--- config.mk ---
export PLATFORM = sky130hd
export DESIGN_NAME = spi_target
export DESIGN_NICKNAME = d
export VERILOG_FILES = /design/src/rtl/spi_target_pkg.sv /design/src/rtl/spi_target_txfifo.sv /design/src/rtl/spi_target.sv
export SDC_FILE = /design/constraint.sdc
export NUM_CORES = 1
export LEC_CHECK = 0
export BUFFER_PORTS_ARGS = -buffer_cell sky130_fd_sc_hd__clkbuf_2
export CELL_PAD_IN_SITES_DETAIL_PLACEMENT = 2
export CELL_PAD_IN_SITES_GLOBAL_PLACEMENT = 2
export CORE_MARGIN = 1
export CORE_UTILIZATION = 39
export CTS_BUF_LIST = sky130_fd_sc_hd__clkbuf_8
export DETAILED_ROUTE_END_ITERATION = 6
export GPL_ROUTABILITY_DRIVEN = 1
export HOLD_SLACK_MARGIN = 0.1
export PLACE_DENSITY_LB_ADDON = 0.1
export SYNTH_ARGS = -nofsm -noshare
export SYNTH_HDL_FRONTEND = slang
export SYNTH_SLANG_ARGS = --single-unit
--- constraint.sdc ---
create_clock -name CLK -period 2.2 [get_ports CLK]
set_input_delay 0.44 -clock CLK [delete_from_list [all_inputs] [get_ports CLK]]
set_output_delay 0.44 -clock CLK [all_outputs]
set_load 0.1 [all_outputs]
--- src/rtl/spi_target_pkg.sv ---
// spi_target_pkg: shared types and constants for the SPI target block.
//   state_t              - controller states (IDLE, LOAD, SHIFT)
//   SYNC_MIN / SYNC_MAX  - legal range of the SYNC_STAGES parameter
//   TXFIFO_DEPTH         - depth of the optional TX FIFO
package spi_target_pkg;

    typedef enum logic [1:0] {
        ST_IDLE  = 2'd0,
        ST_LOAD  = 2'd1,
        ST_SHIFT = 2'd2
    } state_t;

    localparam int SYNC_MIN     = 2;
    localparam int SYNC_MAX     = 3;
    localparam int TXFIFO_DEPTH = 4;

endpackage

--- src/rtl/spi_target_txfifo.sv ---
// spi_target_txfifo: small TX word FIFO, depth TXFIFO_DEPTH (power of two).
// Ports:
//   CLK, RESET  - clock, asynchronous active-high reset
//   push        - write push_data (caller guarantees not full)
//   push_data   - word to write
//   pop         - drop head word (caller guarantees not empty)
//   head        - oldest stored word
//   empty, full - occupancy flags
module spi_target_txfifo
    import spi_target_pkg::*;
#(
    parameter int DATA_WIDTH = 8
) (
    input  logic                  CLK,
    input  logic                  RESET,
    input  logic                  push,
    input  logic [DATA_WIDTH-1:0] push_data,
    input  logic                  pop,
    output logic [DATA_WIDTH-1:0] head,
    output logic                  empty,
    output logic                  full
);
    localparam int PW = $clog2(TXFIFO_DEPTH);

    logic [DATA_WIDTH-1:0] mem [TXFIFO_DEPTH];
    logic [PW-1:0]         rd_ptr, wr_ptr;
    logic [PW:0]           count;

    assign head  = mem[rd_ptr];
    assign empty = (count == '0);
    assign full  = (count == (PW+1)'(TXFIFO_DEPTH));

    // Storage needs no reset; occupancy is tracked by count.
    always_ff @(posedge CLK) begin
        if (push)
            mem[wr_ptr] <= push_data;
    end

    always_ff @(posedge CLK or posedge RESET) begin
        if (RESET) begin
            rd_ptr <= '0;
            wr_ptr <= '0;
            count  <= '0;
        end else begin
            if (push)
                wr_ptr <= wr_ptr + 1'b1;
            if (pop)
                rd_ptr <= rd_ptr + 1'b1;
            count <= count + (PW+1)'(push) - (PW+1)'(pop);
        end
    end

endmodule

--- src/rtl/spi_target.sv ---
// spi_target: SPI mode-0 target, MSB first, all SPI pins oversampled by CLK.
// Ports:
//   CLK, RESET          - system clock, asynchronous active-high reset
//   SCLK, CS_n, MOSI    - SPI pins from the initiator (asynchronous)
//   MISO, MISO_OE       - serial out and pad enable (enable = selected)
//   RX_DATA, RX_VALID   - last received word, one-CLK update strobe
//   TX_DATA, TX_LOAD    - next word to send, one-CLK write strobe
//   TX_READY            - TX storage can take a word
//   SEL_START, SEL_END  - one-CLK pulses on select / deselect
//   UNDERRUN            - sticky: IDLE_FILL was sent; cleared on SEL_START
// Build option: define SPI_TARGET_TXFIFO_EN for a 4-deep TX FIFO instead of
// a single holding register.
// SCLK must be at most CLK/6; SYNC_STAGES must lie in SYNC_MIN..SYNC_MAX.
module spi_target
    import spi_target_pkg::*;
#(
    parameter int                   DATA_WIDTH  = 8,
    parameter int                   SYNC_STAGES = 2,
    parameter logic [DATA_WIDTH-1:0] IDLE_FILL  = '1
) (
    input  logic                  CLK,
    input  logic                  RESET,
    input  logic                  SCLK,
    input  logic                  CS_n,
    input  logic                  MOSI,
    output logic                  MISO,
    output logic                  MISO_OE,
    output logic [DATA_WIDTH-1:0] RX_DATA,
    output logic                  RX_VALID,
    input  logic [DATA_WIDTH-1:0] TX_DATA,
    input  logic                  TX_LOAD,
    output logic                  TX_READY,
    output logic                  SEL_START,
    output logic                  SEL_END,
    output logic                  UNDERRUN
);
    localparam int CW = $clog2(DATA_WIDTH);

    // ---------------- synchronizers and edge detect ----------------
    logic [SYNC_STAGES-1:0] sclk_sync, cs_sync, mosi_sync;
    logic                   sclk_q, cs_q;
    logic                   sclk_s, cs_s, mosi_s;
    logic                   sclk_rise, sclk_fall, cs_fall, cs_rise;

    assign sclk_s = sclk_sync[SYNC_STAGES-1];
    assign cs_s   = cs_sync[SYNC_STAGES-1];
    assign mosi_s = mosi_sync[SYNC_STAGES-1];

    assign sclk_rise = sclk_s & ~sclk_q;
    assign sclk_fall = ~sclk_s & sclk_q;
    assign cs_fall   = cs_q & ~cs_s;
    assign cs_rise   = ~cs_q & cs_s;

    always_ff @(posedge CLK or posedge RESET) begin
        if (RESET) begin
            sclk_sync <= '0;
            cs_sync   <= '1;
            mosi_sync <= '0;
            sclk_q    <= 1'b0;
            cs_q      <= 1'b1;
        end else begin
            sclk_sync <= {sclk_sync[SYNC_STAGES-2:0], SCLK};
            cs_sync   <= {cs_sync[SYNC_STAGES-2:0], CS_n};
            mosi_sync <= {mosi_sync[SYNC_STAGES-2:0], MOSI};
            sclk_q    <= sclk_s;
            cs_q      <= cs_s;
        end
    end

    // ---------------- controller state ----------------
    state_t                state;
    logic [DATA_WIDTH-1:0] tx_sr, rx_sr;
    logic [CW-1:0]         bit_cnt;
    logic                  rx_done;    // word completed, publish next CLK
    logic                  tx_reload;  // word boundary passed, next fall loads
    logic                  last_bit;

    assign last_bit = (bit_cnt == CW'(DATA_WIDTH - 1));

    // ---------------- TX storage ----------------
    logic                  st_valid, tx_push, tx_pop, load_req;
    logic [DATA_WIDTH-1:0] st_data, next_word;

    // A load happens entering SHIFT and on the first fall after a word ends.
    assign load_req = ~cs_s & ((state == ST_LOAD) |
                               ((state == ST_SHIFT) & sclk_fall & tx_reload));

    // With storage empty, a same-cycle TX_LOAD goes straight into the shift
    // register and is not stored.
    assign next_word = st_valid ? st_data : (TX_LOAD ? TX_DATA : IDLE_FILL);
    assign tx_pop    = load_req & st_valid;
    assign tx_push   = TX_LOAD & TX_READY & ~(load_req & ~st_valid);

`ifdef SPI_TARGET_TXFIFO_EN
    logic fifo_empty, fifo_full;

    spi_target_txfifo #(.DATA_WIDTH(DATA_WIDTH)) u_txfifo (
        .CLK       (CLK),
        .RESET     (RESET),
        .push      (tx_push),
        .push_data (TX_DATA),
        .pop       (tx_pop),
        .head      (st_data),
        .empty     (fifo_empty),
        .full      (fifo_full)
    );

    assign st_valid = ~fifo_empty;
    assign TX_READY = ~fifo_full;
`else
    logic                  hold_vld;
    logic [DATA_WIDTH-1:0] hold_data;

    // push requires an empty register and pop a full one, so never both.
    always_ff @(posedge CLK or posedge RESET) begin
        if (RESET) begin
            hold_vld  <= 1'b0;
            hold_data <= '0;
        end else if (tx_push) begin
            hold_vld  <= 1'b1;
            hold_data <= TX_DATA;
        end else if (tx_pop) begin
            hold_vld  <= 1'b0;
        end
    end

    assign st_valid = hold_vld;
    assign st_data  = hold_data;
    assign TX_READY = ~hold_vld;
`endif

    // ---------------- FSM and datapath ----------------
    always_ff @(posedge CLK or posedge RESET) begin
        if (RESET) begin
            state     <= ST_IDLE;
            tx_sr     <= '0;
            rx_sr     <= '0;
            bit_cnt   <= '0;
            rx_done   <= 1'b0;
            tx_reload <= 1'b0;
            RX_DATA   <= '0;
            RX_VALID  <= 1'b0;
            SEL_START <= 1'b0;
            SEL_END   <= 1'b0;
            UNDERRUN  <= 1'b0;
        end else begin
            SEL_START <= cs_fall;
            SEL_END   <= cs_rise;
            RX_VALID  <= rx_done;
            rx_done   <= 1'b0;
            if (rx_done)
                RX_DATA <= rx_sr;

            if (cs_fall)
                UNDERRUN <= 1'b0;
            else if (load_req & ~st_valid & ~TX_LOAD)
                UNDERRUN <= 1'b1;

            if (cs_s) begin
                // Deselect: drop partial RX bits and any unsent TX word.
                state     <= ST_IDLE;
                bit_cnt   <= '0;
                rx_sr     <= '0;
                tx_sr     <= '0;
                tx_reload <= 1'b0;
            end else begin
                if (load_req) begin
                    tx_sr     <= next_word;
                    tx_reload <= 1'b0;
                end
                unique case (state)
                    ST_IDLE:  if (cs_fall) state <= ST_LOAD;
                    ST_LOAD:  state <= ST_SHIFT;
                    ST_SHIFT: begin
                        if (sclk_rise) begin
                            rx_sr   <= {rx_sr[DATA_WIDTH-2:0], mosi_s};
                            bit_cnt <= last_bit ? '0 : bit_cnt + 1'b1;
                            rx_done <= last_bit;
                            if (last_bit)
                                tx_reload <= 1'b1;
                        end else if (sclk_fall & ~tx_reload) begin
                            tx_sr <= {tx_sr[DATA_WIDTH-2:0], 1'b0};
                        end
                    end
                    default:  state <= ST_IDLE;
                endcase
            end
        end
    end

    assign MISO_OE = ~cs_s;
    assign MISO    = MISO_OE & tx_sr[DATA_WIDTH-1];

endmodule
==> metrics.txt <==
status complete, no violations; worst skew pair latency 0.31 ns; worst path required time around 1.8 ns; HPWL Detailed 3.70 mm; Final min period 2.09 ns; GPL Wtd Cong ~0.73; hold buffer count at cts 0; Cells after Synth 189; CTS Sinks 52; first-pass GRT wire length 8.68 mm; Slew headroom 0.618; total I/O pin count 29; Final setup viols 0; simple logic cell fraction of the synthesized area 0.141; Worst setup SP type flop; Hold WC Path Type input pin to asynchronous set/reset pin; Synth Area in Compound Gates 0.130; Post-Route Skew 0.00665 ns; H-tree Lvls 2; largest family of logic cells by synthesized area simple AND/OR/NAND/NOR gates; sequential area share after synthesis 0.600; Mean Syn Cell Area 11.5 um^2; final hold violation count 0; Area Growth Syn to Fin 14.1%; Setup CP Type flop to output pin; gr ovfl total 0; mux cell area share after synthesis 0.0828; number of synthesized register bits 52; largest net degree at the start of global routing 29; XOR/XNOR Fraction of Synth Area 0; mapped cell area 2180 um^2; DR pass1 iterations 4; worst vdd ir 389 uV; drt drc 0; die height about 77 um; endpoint class of the critical path output pin; Leakage 1.12 nW; TNS Setup 0 ns; Final Cycle Share 0.950; layout cells sized above 1 0.292; area of the core 5240 um^2; Distinct cells, synth 28; Fillers ~550; Clock transition at path regs 0.09 ns; total number of vias 1538; Fmax ~0.48 GHz; RSZ-0062 raised after global routing false; Hold WS 0.164 ns; Synth Warn # 0; antenna-violating nets left 0; total track usage 0.192; WL/cell 17.3 um; number of global-route vias before repair 1708; synthesized net count 205; CP arrival 1.65 ns; Routed WL 5.00 mm; max-cap violation count 0; Bufs on Longest Clock Path 2; Std-Cell Rows 26; Port Buffers 28; Initial Utilization 0.415; nets@finish 234; adder-cell area share of the yosys netlist 0.0115; Num CTS Buffers 5; DIE AREA 5880 um^2; die width 76.7 um; DR iter-0 viols 56; antenna violations before repair 0; Final Max Slew Viols 0; antenna cells 0; CTS tree built; Vias per Instance 5.32; Max FO, Critical Path 14; Worst Tran Pin Value around 0.57 ns; CTS Root Cell clkbuf_8; Power Dens Cells 741 nW/um^2
## layout make-up
| type | count | area, um^2 | share of cell area |
|---|---|---|---|
| clock buffers | 5 | 68.8 | 0.0277 |
| flip-flops and latches | 52 | 1310 | 0.525 |
| repair buffers | 33 | 193 | 0.0776 |
| inverters | 4 | 15.0 | 0.00605 |
| clock inverters | 3 | 16.3 | 0.00655 |
| well taps | 70 | 87.6 | 0.0353 |
| multi-input cells | 122 | 798 | 0.321 |
## Yosys cell counts
library cell  instances  share of area
buf_6                 2          0.010
or3b_1                1         0.0040
mux2_2               16          0.083
o221ai_1              7          0.028
nand2b_1              5          0.014
a21oi_1              22          0.051
nor4bb_1              1         0.0046
dfrtp_1              49           0.56
nor2_1               12          0.021
nor3b_1               2         0.0069
or2_1                 6          0.017
inv_1                 4         0.0069
nand2_1              30          0.052
nand3b_1              1         0.0035
nand2b_2              1         0.0040
clkbuf_1              6          0.010
a2bb2oi_1             1         0.0040
ha_1                  2          0.011
o21a_1                1         0.0035
a311oi_1              6          0.024
or3_1                 2         0.0057
o211ai_1              1         0.0035
buf_2                 3         0.0069
nor2b_1               2         0.0057
dfstp_2               3          0.036
o32ai_4               1          0.013
a211oi_1              1         0.0035
nor2_2                1         0.0029
## critical path, cell delays in order, from the launching register on
cell and delay, ns:
dfstp_2 0.73, buf_4 0.28, nor2b_2 0.06, clkbuf_4 0.27
## through the flow
step,util,area (um^2),power [mW],setup WS (ns),cells
3_3_place_gp,0.457,2400,1.31,0.275,281
6_report,0.474,2480,1.84,0.110,289
2_1_floorplan,-,2180,1.26,0.480,189
3_5_place_dp,0.457,2400,1.33,0.166,281
4_1_cts,0.474,2480,1.86,0.0765,289
5_1_grt,0.474,2480,1.93,0.0127,289
## cells by family after synthesis
logic type	count (synthesis)
adders and majority gates	2
and+or+nand+nor	64
muxes	16
DFF	52
buffers and inverters	15
AOI/OAI and AO/OA	40
## sequential cells by signal (all words and copies together), names as in the netlist, 2 cells and up
register / cells
RX_DATA: 8
bit_cnt: 3
cs_sync: 2
hold_data: 8
mosi_sync: 2
rx_sr: 8
sclk_sync: 2
state: 2
tx_sr: 8
## where the power goes
group,switching (mW),internal [mW]
logic,0.134,0.0879
registers,0.0531,1.03
clock network,0.313,0.218
total,0.500,1.34
## layout by cell type (no fill, tap or decap), drive strengths merged
cell type,instances
inv,5
a211oi,1
a2bb2oi,1
nor2,13
clkinvlp,1
ha,2
o32ai,1
clkbuf,33
clkinv,1
dfstp,3
nor4bb,1
nor2b,2
nand2,30
nand3b,1
mux2,16
o221ai,7
or2,6
or3,2
or3b,1
nand2b,6
buf,5
a21oi,22
dfrtp,49
nor3b,2
a311oi,6
o211ai,1
o21a,1
## per-layer routing
metal | vias up | track usage | part of all wire
met5 | - | 0 | 0
met4 | 0 | 0.0635 | 0.016
met3 | 8 | 0.0440 | 0.039
met2 | 27 | 0.329 | 0.52
met1 | 790 | 0.239 | 0.43
li1 | 713 | - | -
## what timing repair did
item	CTS	global route
endpoints found under the setup margin	1	0
resized for setup	1	0
setup buffers	0	0
## worst paths after layout
kind | startpoint | endpoint | slack (ns) | depth (start not counted)
max | cs_sync[1] | MISO | 0.11 | 3
min | RESET | tx_sr[3] | 0.16 | 2
max reg2reg | cs_sync[1] | hold_data[6] | 0.17 | 4
min reg2reg | mosi_sync[0] | mosi_sync[1] | 0.36 | 0
max in group asynchronous | RESET | cs_sync[0] | 1.42 | 3
min in group CLK | CS_n | cs_sync[0] | 0.21 | 1
Power figures use the tool's default switching activity.
